===== src/rtl/match_delay_pipe.sv =====
// match_delay_pipe
//   Multi-channel delay-matching pipeline with a run-time programmable delay.
//   Side-band data and a valid flag are delayed by exactly delay_cur enabled
//   cycles. This keeps them aligned with the results of variable-latency
//   arithmetic units.
//
// Ports
//   clk        : clock
//   reset_l    : asynchronous active-low reset
//   ce         : advance enable; 0 holds every stage and the in-flight count
//   flush      : clear all in-flight valid flags (data bits are kept)
//   delay_load : load min(delay_sel, MAX_DELAY) into delay_cur; implies flush
//   delay_sel  : requested delay
//   i_valid    : input sample valid
//   i          : input data, channel c in bits [c*WIDTH +: WIDTH]
//   o_valid    : delayed valid
//   o          : delayed data
//   delay_cur  : active delay
//   in_flight  : number of valid samples inside the active delay window
//   busy       : in_flight != 0
module match_delay_pipe #(
    parameter int WIDTH         = 1,
    parameter int CHANNELS      = 1,
    parameter int MAX_DELAY     = 16,
    parameter int DEFAULT_DELAY = 4,
    parameter int ZERO_INVALID  = 0,
    parameter int DW            = $clog2(MAX_DELAY + 1)
) (
    input  logic                        clk,
    input  logic                        reset_l,
    input  logic                        ce,
    input  logic                        flush,
    input  logic                        delay_load,
    input  logic [DW-1:0]               delay_sel,
    input  logic                        i_valid,
    input  logic [CHANNELS*WIDTH-1:0]   i,
    output logic                        o_valid,
    output logic [CHANNELS*WIDTH-1:0]   o,
    output logic [DW-1:0]               delay_cur,
    output logic [DW-1:0]               in_flight,
    output logic                        busy
);

    localparam int DATA_W = CHANNELS * WIDTH;

    logic [DATA_W-1:0]    data_q [MAX_DELAY];
    logic [MAX_DELAY-1:0] vld_q;
    logic [MAX_DELAY-1:0] vld_d;
    logic [DW-1:0]        delay_cur_q;
    logic [DW-1:0]        delay_cur_d;
    logic [DW-1:0]        in_flight_q;
    logic [DW-1:0]        in_flight_d;

    logic                 flush_all;
    logic                 tap_vld;
    logic [DATA_W-1:0]    tap_data;
    logic                 out_vld;
    logic [DATA_W-1:0]    out_data;

    // A delay reload invalidates everything in flight, because the window changes.
    assign flush_all = flush | delay_load;

    // Tap select: stage[D-1] for D >= 1. D = 0 selects nothing, and the bypass covers that case.
    always_comb begin
        tap_vld  = 1'b0;
        tap_data = '0;
        for (int k = 0; k < MAX_DELAY; k++) begin
            if (delay_cur_q == DW'(k + 1)) begin
                tap_vld  = vld_q[k];
                tap_data = data_q[k];
            end
        end
    end

    always_comb begin
        vld_d = vld_q;
        if (flush_all) begin
            vld_d = '0;
        end else if (ce) begin
            vld_d[0] = i_valid;
            for (int k = 1; k < MAX_DELAY; k++) begin
                vld_d[k] = vld_q[k-1];
            end
        end
    end

    // The count only moves on an advancing cycle with a non-zero window. A sample
    // entering and one leaving on the same edge cancel out.
    always_comb begin
        in_flight_d = in_flight_q;
        if (flush_all) begin
            in_flight_d = '0;
        end else if (ce && (delay_cur_q != '0)) begin
            in_flight_d = in_flight_q + {{(DW-1){1'b0}}, i_valid}
                                      - {{(DW-1){1'b0}}, tap_vld};
        end
    end

    always_comb begin
        delay_cur_d = delay_cur_q;
        if (delay_load) begin
            delay_cur_d = (delay_sel > DW'(MAX_DELAY)) ? DW'(MAX_DELAY) : delay_sel;
        end
    end

    always_ff @(posedge clk or negedge reset_l) begin
        if (!reset_l) begin
            for (int k = 0; k < MAX_DELAY; k++) begin
                data_q[k] <= '0;
            end
        end else if (ce) begin
            data_q[0] <= i;
            for (int k = 1; k < MAX_DELAY; k++) begin
                data_q[k] <= data_q[k-1];
            end
        end
    end

    always_ff @(posedge clk or negedge reset_l) begin
        if (!reset_l) begin
            vld_q       <= '0;
            in_flight_q <= '0;
            delay_cur_q <= DW'(DEFAULT_DELAY);
        end else begin
            vld_q       <= vld_d;
            in_flight_q <= in_flight_d;
            delay_cur_q <= delay_cur_d;
        end
    end

    // With delay 0, the input passes straight through. A flush in the same cycle
    // suppresses the valid, the same way it drops the sample in the registered path.
    always_comb begin
        if (delay_cur_q == '0) begin
            out_vld  = i_valid & ~flush;
            out_data = i;
        end else begin
            out_vld  = tap_vld;
            out_data = tap_data;
        end
    end

    assign o_valid   = out_vld;
    assign o         = ((ZERO_INVALID != 0) && !out_vld) ? '0 : out_data;
    assign delay_cur = delay_cur_q;
    assign in_flight = in_flight_q;
    assign busy      = (in_flight_q != '0);

endmodule


===== config.mk =====
export PLATFORM = sky130hd
export DESIGN_NAME = match_delay_pipe
export DESIGN_NICKNAME = d
export VERILOG_FILES = /design/src/rtl/match_delay_pipe.sv
export SDC_FILE = /design/constraint.sdc
export NUM_CORES = 1
export LEC_CHECK = 0
export ABC_AREA = 1
export CAP_MARGIN = 20
export CORE_MARGIN = 2
export CORE_UTILIZATION = 45
export CTS_CLUSTER_DIAMETER = 100
export DETAILED_ROUTE_END_ITERATION = 8
export HOLD_SLACK_MARGIN = 0.06
export PLACE_DENSITY_LB_ADDON = 0.08
export SYNTH_ARGS = -nofsm -noshare
export SYNTH_HDL_FRONTEND = slang
export SYNTH_SLANG_ARGS = --single-unit

===== constraint.sdc =====
create_clock -name clk -period 4.1 [get_ports clk]
set_clock_uncertainty 0.05 [all_clocks]
set_input_delay 0.615 -clock clk [delete_from_list [all_inputs] [get_ports clk]]
set_output_delay 0.615 -clock clk [all_outputs]
set_load 0.01 [all_outputs]

After elaboration in Yosys (flattened, before gate mapping)
Index checks and enable logic that the tools add are counted.

Add/sub/neg operators: 2. $lt $le $gt $ge: 1. Eq/ne operators: 16. Multiplexer cells: 39. Bitwise gates (word level): 3. Reduce and logical (&&, ||, !) cells: 6.

Operator list (count): 5-bit by 4-bit == test with 1-bit output (second input constant) (8); 1-bit 2-to-1 mux (34); 16-bit 2-to-1 mux (2); 5-bit by 3-bit == test with 1-bit output (second input constant) (4); 5-bit 2-to-1 mux (3); 5-bit by 2-bit == test with 1-bit output (second input constant) (2); 5-bit nonzero test (2); 5-bit by 1-bit adder with 5-bit output (1); 5-bit by 1-bit == test with 1-bit output (second input constant) (1); 5-bit == test (second input constant) (1); 5-bit > comparator (second input constant) (1); 5-bit zero test (1); 5-bit by 1-bit subtractor with 5-bit output (1); 2-bit nonzero test (2); 1-bit bitwise AND (1); 1-bit logical AND (1); 1-bit inverter (1); 1-bit bitwise OR (1).

Register bits: 42. Input port bits: 12. Output and inout bits: 13. Logic and storage cells: 86.

Depth between registers and ports, before layout
Gate-level depths: netlist (run 1).

Depth in word-level cells: 20. Gate-level depth with buffers: 25. Mapped depth without buffers: 25.

Worst setup path before layout (run 1)
OpenSTA, ideal clock, no wires.

Kind: register -> register. From: register delay_cur_q[2], in the netlist delay_cur[2]. To: register in_flight_q[4], in the netlist in_flight[4]. Setup time: 127 ps. Data arrival time: 2765 ps. Required time: 3923 ps. Slack: 1158 ps. Stages on the path, launching flop included: 26. Buffers on the path: 0. Clock period less this slack: 2942 ps. Cells stage by stage: dfstp_2 inv_2 nor2_4 inv_2 nor2_2 nand2_1 o21ai_0 inv_1 nand2_1 nand2_1 nand4_1 nand2_1 nand3_1 nand2_1 nand3_2 nand2_2 nand2_1 ha_1 inv_1 ha_1 inv_1 fa_1 o21ai_0 a21oi_1 xor2_1 o22ai_1.

Longest elaborated chain between the ends: 20. Elaborated cells between the ends (all ways): 38. Classes of those cells: add/sub (1); eq/ne (16); mux (18); reduce/logical (3).

RTL lines: start, declared (line 49) `logic [DW-1:0] delay_cur_q;`; start signal, assigned (line 123) `delay_cur_q <= DW'(DEFAULT_DELAY);`; start signal, assigned (line 127) `delay_cur_q <= delay_cur_d;`; 5-bit by 1-bit == test with 1-bit output (line 68) `if (delay_cur_q == DW'(k + 1)) begin`; 1-bit 2-to-1 mux (16 in a row) (line 68); 5-bit by 1-bit subtractor with 5-bit output (line 95) `- {{(DW-1){1'b0}}, tap_vld};`; 5-bit 2-to-1 mux (line 93) `end else if (ce && (delay_cur_q != '0)) begin`; 5-bit 2-to-1 mux (line 91) `if (flush_all) begin`; end signal, assigned (line 126) `in_flight_q <= in_flight_d;`; end, declared (line 51) `logic [DW-1:0] in_flight_q;`.

Parallel ways exist; a longest one is shown, timed or not. The select of a mux whose other input is x is not followed. A chain may end at the register's enable or synchronous reset.

Worst setup path after layout (run 1)
Ends and elaborated chain as after synthesis.

==> results of run 1 <==
worst max-delay path by stage:
stage | start | to
after floorplan | delay_cur[2] | in_flight[4]
after global placement | delay_cur[2] | in_flight[4]
after detailed placement | delay_cur[2] | in_flight[4]
after CTS | delay_cur[2] | in_flight[4]
after global routing | delay_cur[2] | in_flight[4]
final | delay_cur[2] | in_flight[4]
report_power, final:
group          total, mW  switching, mW  internal [mW]
clock network      0.280          0.144          0.136
logic              0.217          0.122         0.0946
registers          0.484         0.0315          0.452
cells in the final DEF (no fill, tap or decap):
cell type	Yosys	final
inv_1	45	45
nand2_1	41	41
dfrtp_1	41	41
o21ai_0	33	33
a21oi_1	28	28
nor2_1	26	26
clkdlybuf4s50_1	0	22
nand3_1	15	15
nand4_1	9	9
inv_2	6	6
ha_1	6	6
clkbuf_8	0	6
nor2_2	5	5
o22ai_1	4	4
nand2_2	2	2
nand3_2	2	2
nor3_1	2	2
xor2_1	2	2
buf_2	0	2
buf_4	0	2
nor3_2	1	1
nor2_4	1	1
o31ai_1	1	1
a31oi_1	1	1
a22o_1	1	1
xnor2_1	1	1
o41ai_1	1	1
fa_1	1	1
clkbuf_1	9	1
clkinv_2	0	1
dfstp_2	1	1
stage by stage:
step           utilization [%]  std cells  power (mW)  setup WS [ns]  cell area (um2)
2_1_floorplan                -        285      0.6174          1.158             2238
3_5_place_dp             53.29        369      0.7100         0.9377             2534
6_report                 55.21        377      0.9802         0.9399             2625
3_3_place_gp             53.29        369      0.7086         0.9947             2534
5_1_grt                  55.21        377       1.042         0.4918             2625
4_1_cts                  55.21        377      0.9925         0.9187             2625
area by class of cell:
| type | count | area [um2] | area share (%) |
|---|---|---|---|
| inverters | 51 | 191.4 | 7.293 |
| flip-flops and latches | 42 | 1052 | 40.09 |
| well taps | 67 | 83.83 | 3.194 |
| repair buffers | 26 | 245.2 | 9.342 |
| clock buffers | 7 | 86.33 | 3.289 |
| clock inverters | 1 | 5.005 | 0.1907 |
| multi-input cells | 183 | 960.9 | 36.61 |
synth_stat cells, drive strengths merged:
cell    instances  area share [%]
nand2          43             7.4
dfrtp          41              46
nor2           32             6.3
xnor2           1            0.39
ha              6             3.4
clkbuf          9             1.5
nor3            3            0.89
nand4           9             2.5
a22o            1            0.39
dfstp           1             1.2
xor2            2            0.78
o31ai           1            0.34
o21ai          33             7.4
nand3          17             4.2
fa              1            0.89
o22ai           4             1.1
inv            51             8.6
o41ai           1            0.39
a21oi          28             6.3
a31oi           1            0.28
critical path, cell delays in order, from the launching register on:
cell	delay, ns
dfstp_2	0.59
inv_2	0.06
nor2_4	0.13
inv_2	0.07
nor2_2	0.10
nand2_1	0.05
o21ai_0	0.06
inv_1	0.05
nand2_1	0.06
nand2_1	0.05
nand4_1	0.06
nand2_1	0.06
nand3_1	0.06
nand2_1	0.06
nand3_2	0.06
nand2_2	0.05
nand2_1	0.06
ha_1	0.22
inv_1	0.06
ha_1	0.15
inv_1	0.05
fa_1	0.39
o21ai_0	0.19
a21oi_1	0.10
xor2_1	0.14
o22ai_1	0.08
cell families (layout without fill, tap and decap cells):
logic type,Yosys count,count (layout)
buf+inv,60,85
flops,42,42
xor+xnor,3,3
compound gates,69,69
fa+ha+maj,7,7
simple gates,104,104
layer usage:
metal  up-vias  share of wire [%]
li1        970                  -
met1       867                 51
met2        29                 44
met3         7                3.4
met4         0                1.6
met5         -                  0
registers in the layout (all words and copies together), names as in the netlist:
register   cells
data_q        16
delay_cur      5
in_flight      5
vld_q         16
==> impl_metrics.tcl, run 1 <==
set metrics [dict create \
    wire_per_inst_um 12.80 \
    seq_area_frac_synth_pct 47.01 \
    vias 1873 \
    finalHoldViolCount 0 \
    root_buffer "clkbuf_8" \
    syn-num-nets 304 \
    post_cts_resized 0 \
    core_region_area_um2 4755 \
    drt_first_pass_iters 4 \
    timing.rr.start "delay_cur[2]" \
    wirelength_um 4824 \
    rows 25 \
    nets 328 \
    r2r_cells 25 \
    grt_pass1_wl_um 8335 \
    final_layout_size_suffix_gt1_share_pct 9.355 \
    busiest_layer "met2" \
    drtIter0Drc 123 \
    grt_pass1_vias 1808 \
    viasPerCell 4.968 \
    htreeDepth 2 \
    critPathMaxFanout 5 \
    post-cts-setup-buffer-count 0 \
    finalSetupTns_ns 0 \
    initial_core_util_pct 47.08 \
    port_buffers 24 \
    holdBufCountCts 0 \
    synth_compound_area_share_pct 16.15 \
    diodes 0 \
    vdd_drop_max_v 0.0002250 \
    die-area_um2 5555 \
    grt_max_degree 65 \
    setup_viol 0 \
    gr-usage-met3_pct 4.336 \
    clock.fmax_mhz 316.4 \
    grt.met2_usage_pct 30.38 \
    clock_sinks 42 \
    synthToLayoutAreaGrowth_pct 17.27 \
    r2r_setup_slack_ns 0.94 \
    critPathArrivalTime_ns 3.30 \
    antenna_found_initial 0 \
    period_minus_slack_ns 3.160 \
    clock_path_buffers 2 \
    grt_overflow_total 0 \
    numCtsBuffers 5 \
    fillCellCount 477 \
    syn_inst 285 \
    status "complete, no violations" \
    cp-start-kind "register" \
    worstMarginPinSlew_ns 0.9512 \
    die_y_um 74.53 \
    clk_pin_slew_ns 0.08 \
    fin_crit_sh_pct 77.08 \
    synth_cell_types 26 \
    met1_usage_pct 27.62 \
    synth_adder_area_share_pct 4.248 \
    synth_xor_area_share_pct 1.174 \
    ys_warn_count 0 \
    rsz0062_at_grt "no" \
    boundaryPins 25 \
    cp-end-kind "register" \
    hpwl_um 3485 \
    die_w_um 74.53 \
    slew_violations 0 \
    synth_simple_gate_area_share_pct 21.35 \
    gr-usage-all-layers_pct 19.76 \
    path_class "register to register" \
    synth_top_family_by_area "simple AND/OR/NAND/NOR gates" \
    route.detailed.drc 0 \
    clk_latency_ns 0.30 \
    ant_nets 0 \
    relSlewSlack_pct 36.59 \
    hp-class "input pin to async pin" \
    syn_avg_cell_area_um2 7.854 \
    synth_area_um2 2238 \
    hold_slack_ns 0.3960 \
    cts_tree "built" \
    leakage_nw 1.162 \
    place.gp.congestion 0.8918 \
    critPathRequiredTime_ns 4.24 \
    synth_mux_area_share_pct 0 \
    max_cap_violations 0 \
    ys_ff_latch 42 \
    rr_endpoint "in_flight[4]" \
    power-per-cell-area_nw_per_um2 373.4 \
]
Power figures use the tool's default switching activity.
==> run 2: changes to the inputs <==
- clock period: 4.1 -> 2.9 ns (I/O delays scaled with it)
==> impl_metrics.tcl, run 2 (synthesis gave the netlist of run 1 again) <==
set metrics [dict create \
    status "complete, no violations" \
    boundaryPins 25 \
    clock_path_buffers 2 \
    final_core_util_pct 59.66 \
    fillCellCount 456 \
    grt_overflow_total 0 \
    critPathMaxFanout 3 \
    nets 344 \
    max_cap_violations 0 \
    rows 25 \
    ant_nets 0 \
    rr_endpoint "in_flight[4]" \
    numCtsBuffers 5 \
    crit_chain "buf_12 -> buf_4 -> nor2_2 -> inv_2 -> o31ai_1 -> inv_1 -> nand4_1 -> nand2_1 -> nand3_1 -> nand2_1 -> nand3_2 -> nand2_2 -> nand2_2 -> ha_4 -> inv_2 -> ha_4 -> inv_2 -> fa_2 -> o21ai_2 -> a21oi_2 -> xor2_1 -> o22ai_1" \
    leakage_nw 1.257 \
    r2r_cells 22 \
    r2r_setup_slack_ns 0.02 \
    worstMarginPinSlew_ns 0.9430 \
    final.setup.worst_slack_ns 0.01528 \
    place.gp.congestion 0.8625 \
    critPathArrivalTime_ns 3.01 \
    dp_slack_ns -0.03982 \
    critPathRequiredTime_ns 3.03 \
    drt_first_pass_iters 4 \
    grt_pass1_vias 1765 \
    initial_core_util_pct 47.08 \
    cts_tree "built" \
    final_layout_size_suffix_gt1_share_pct 18.10 \
    cp-start-kind "register" \
    die_y_um 74.53 \
    die_w_um 74.53 \
    cp-end-kind "register" \
    core_region_area_um2 4755 \
    wire_per_inst_um 12.39 \
    vdd_drop_max_v 0.0002866 \
    diodes 0 \
    clk_latency_ns 0.29 \
    startpoint "delay_cur[2]" \
    wirelength_um 4869 \
    holdBufCountCts 0 \
    finalHoldViolCount 0 \
    fin_crit_sh_pct 99.47 \
    root_buffer "clkbuf_8" \
    layout_commonest_cell "inv_1" \
    clock_sinks 42 \
    cp_slowest_cell "dfstp_2" \
    cpPeakStageDelay_ns 0.39 \
    antenna_found_initial 0 \
    period_minus_slack_ns 2.885 \
    cpMostUsedCell "inv_2" \
    synthToLayoutAreaGrowth_pct 26.72 \
    route.detailed.drc 0 \
    grt_max_degree 65 \
    grt_pass1_wl_um 8183 \
    reg_top3 "data_q (16), vld_q (16)" \
    clk_pin_slew_ns 0.08 \
    finalSetupTns_ns 0 \
    hpwl_um 3458 \
    drtIter0Drc 123 \
    vias 1937 \
    final_cells 393 \
    mostFrequentLayoutCells "inv_1 (43), nand2_1 (40), dfrtp_1 (40), o21ai_0 (30), a21oi_1 (27)" \
    relSlewSlack_pct 37.13 \
    gr-usage-all-layers_pct 19.28 \
    hp-class "input pin to async pin" \
    timing.rr.start "delay_cur[2]" \
    viasPerCell 4.929 \
    place_inst 382 \
    power-per-cell-area_nw_per_um2 526.6 \
    setup_viol 0 \
    die-area_um2 5555 \
    slew_violations 0 \
    clock.fmax_mhz 346.7 \
    rsz0062_at_grt "yes" \
    htreeDepth 2 \
    port_buffers 24 \
    path_class "register to register" \
]
-- run 2: how the worst max path moves through the flow --
| stage | slack (ns) | depth (start not counted) | endpoint |
|---|---|---|---|
| after floorplan | 0.04 | 25 | in_flight[4] |
| after global placement | -0.002 | 21 | in_flight[4] |
| after detailed placement | -0.04 | 25 | in_flight[4] |
| after CTS | -0.04 | 25 | in_flight[4] |
| after global routing | -0.21 | 25 | in_flight[4] |
| final | 0.02 | 22 | in_flight[4] |
-- run 2: per-layer routing --
metal | GRT usage [%] | part of all wire, % | vias up
met4 | 5.357 | 0.70 | 0
met5 | 0 | 0 | -
met3 | 4.607 | 3.0 | 4
met2 | 29.20 | 46 | 27
met1 | 27.73 | 51 | 898
li1 | - | - | 1008
-- run 2: where the power goes --
part | total [mW] | switching, mW | internal [mW]
Clock | 0.453 | 0.195 | 0.258
Combinational | 0.356 | 0.188 | 0.168
Sequential | 0.685 | 0.0451 | 0.640
Total | 1.49 | 0.428 | 1.07
-- run 2: metrics by stage --
step,hold slack [ns],cell area [um2],power (mW)
6_report,0.2366,2836,1.494
5_1_grt,0.3179,2836,1.589
2_1_floorplan,0.08941,2241,0.8743
3_3_place_gp,0.4524,2634,1.021
3_5_place_dp,0.4709,2634,1.025
4_1_cts,0.2637,2738,1.481
-- run 2: final cells by class --
cell class | instances | area [um2] | area share [%]
repair buffers | 42 | 379.1 | 13.37
multi-input cells | 183 | 1022 | 36.04
clock buffers | 7 | 76.32 | 2.691
inverters | 51 | 191.4 | 6.749
flip-flops and latches | 42 | 1054 | 37.14
clock inverters | 1 | 30.03 | 1.059
well taps | 67 | 83.83 | 2.955
-- run 2: repair_timing --
action                                  CTS  global route
resized for setup                         2            22
endpoints found under the setup margin    4             6
buffers inserted                          0             3
pin swaps                                 1            10
-- run 2: worst max-delay path: cells and delay by family, from the launching register on --
kind | cells | cell delay [ns]
fa+ha+maj | 3 | 0.67
simple gates | 8 | 0.62
buf+inv | 6 | 0.47
compound gates | 4 | 0.46
flops | 1 | 0.39
xor+xnor | 1 | 0.12
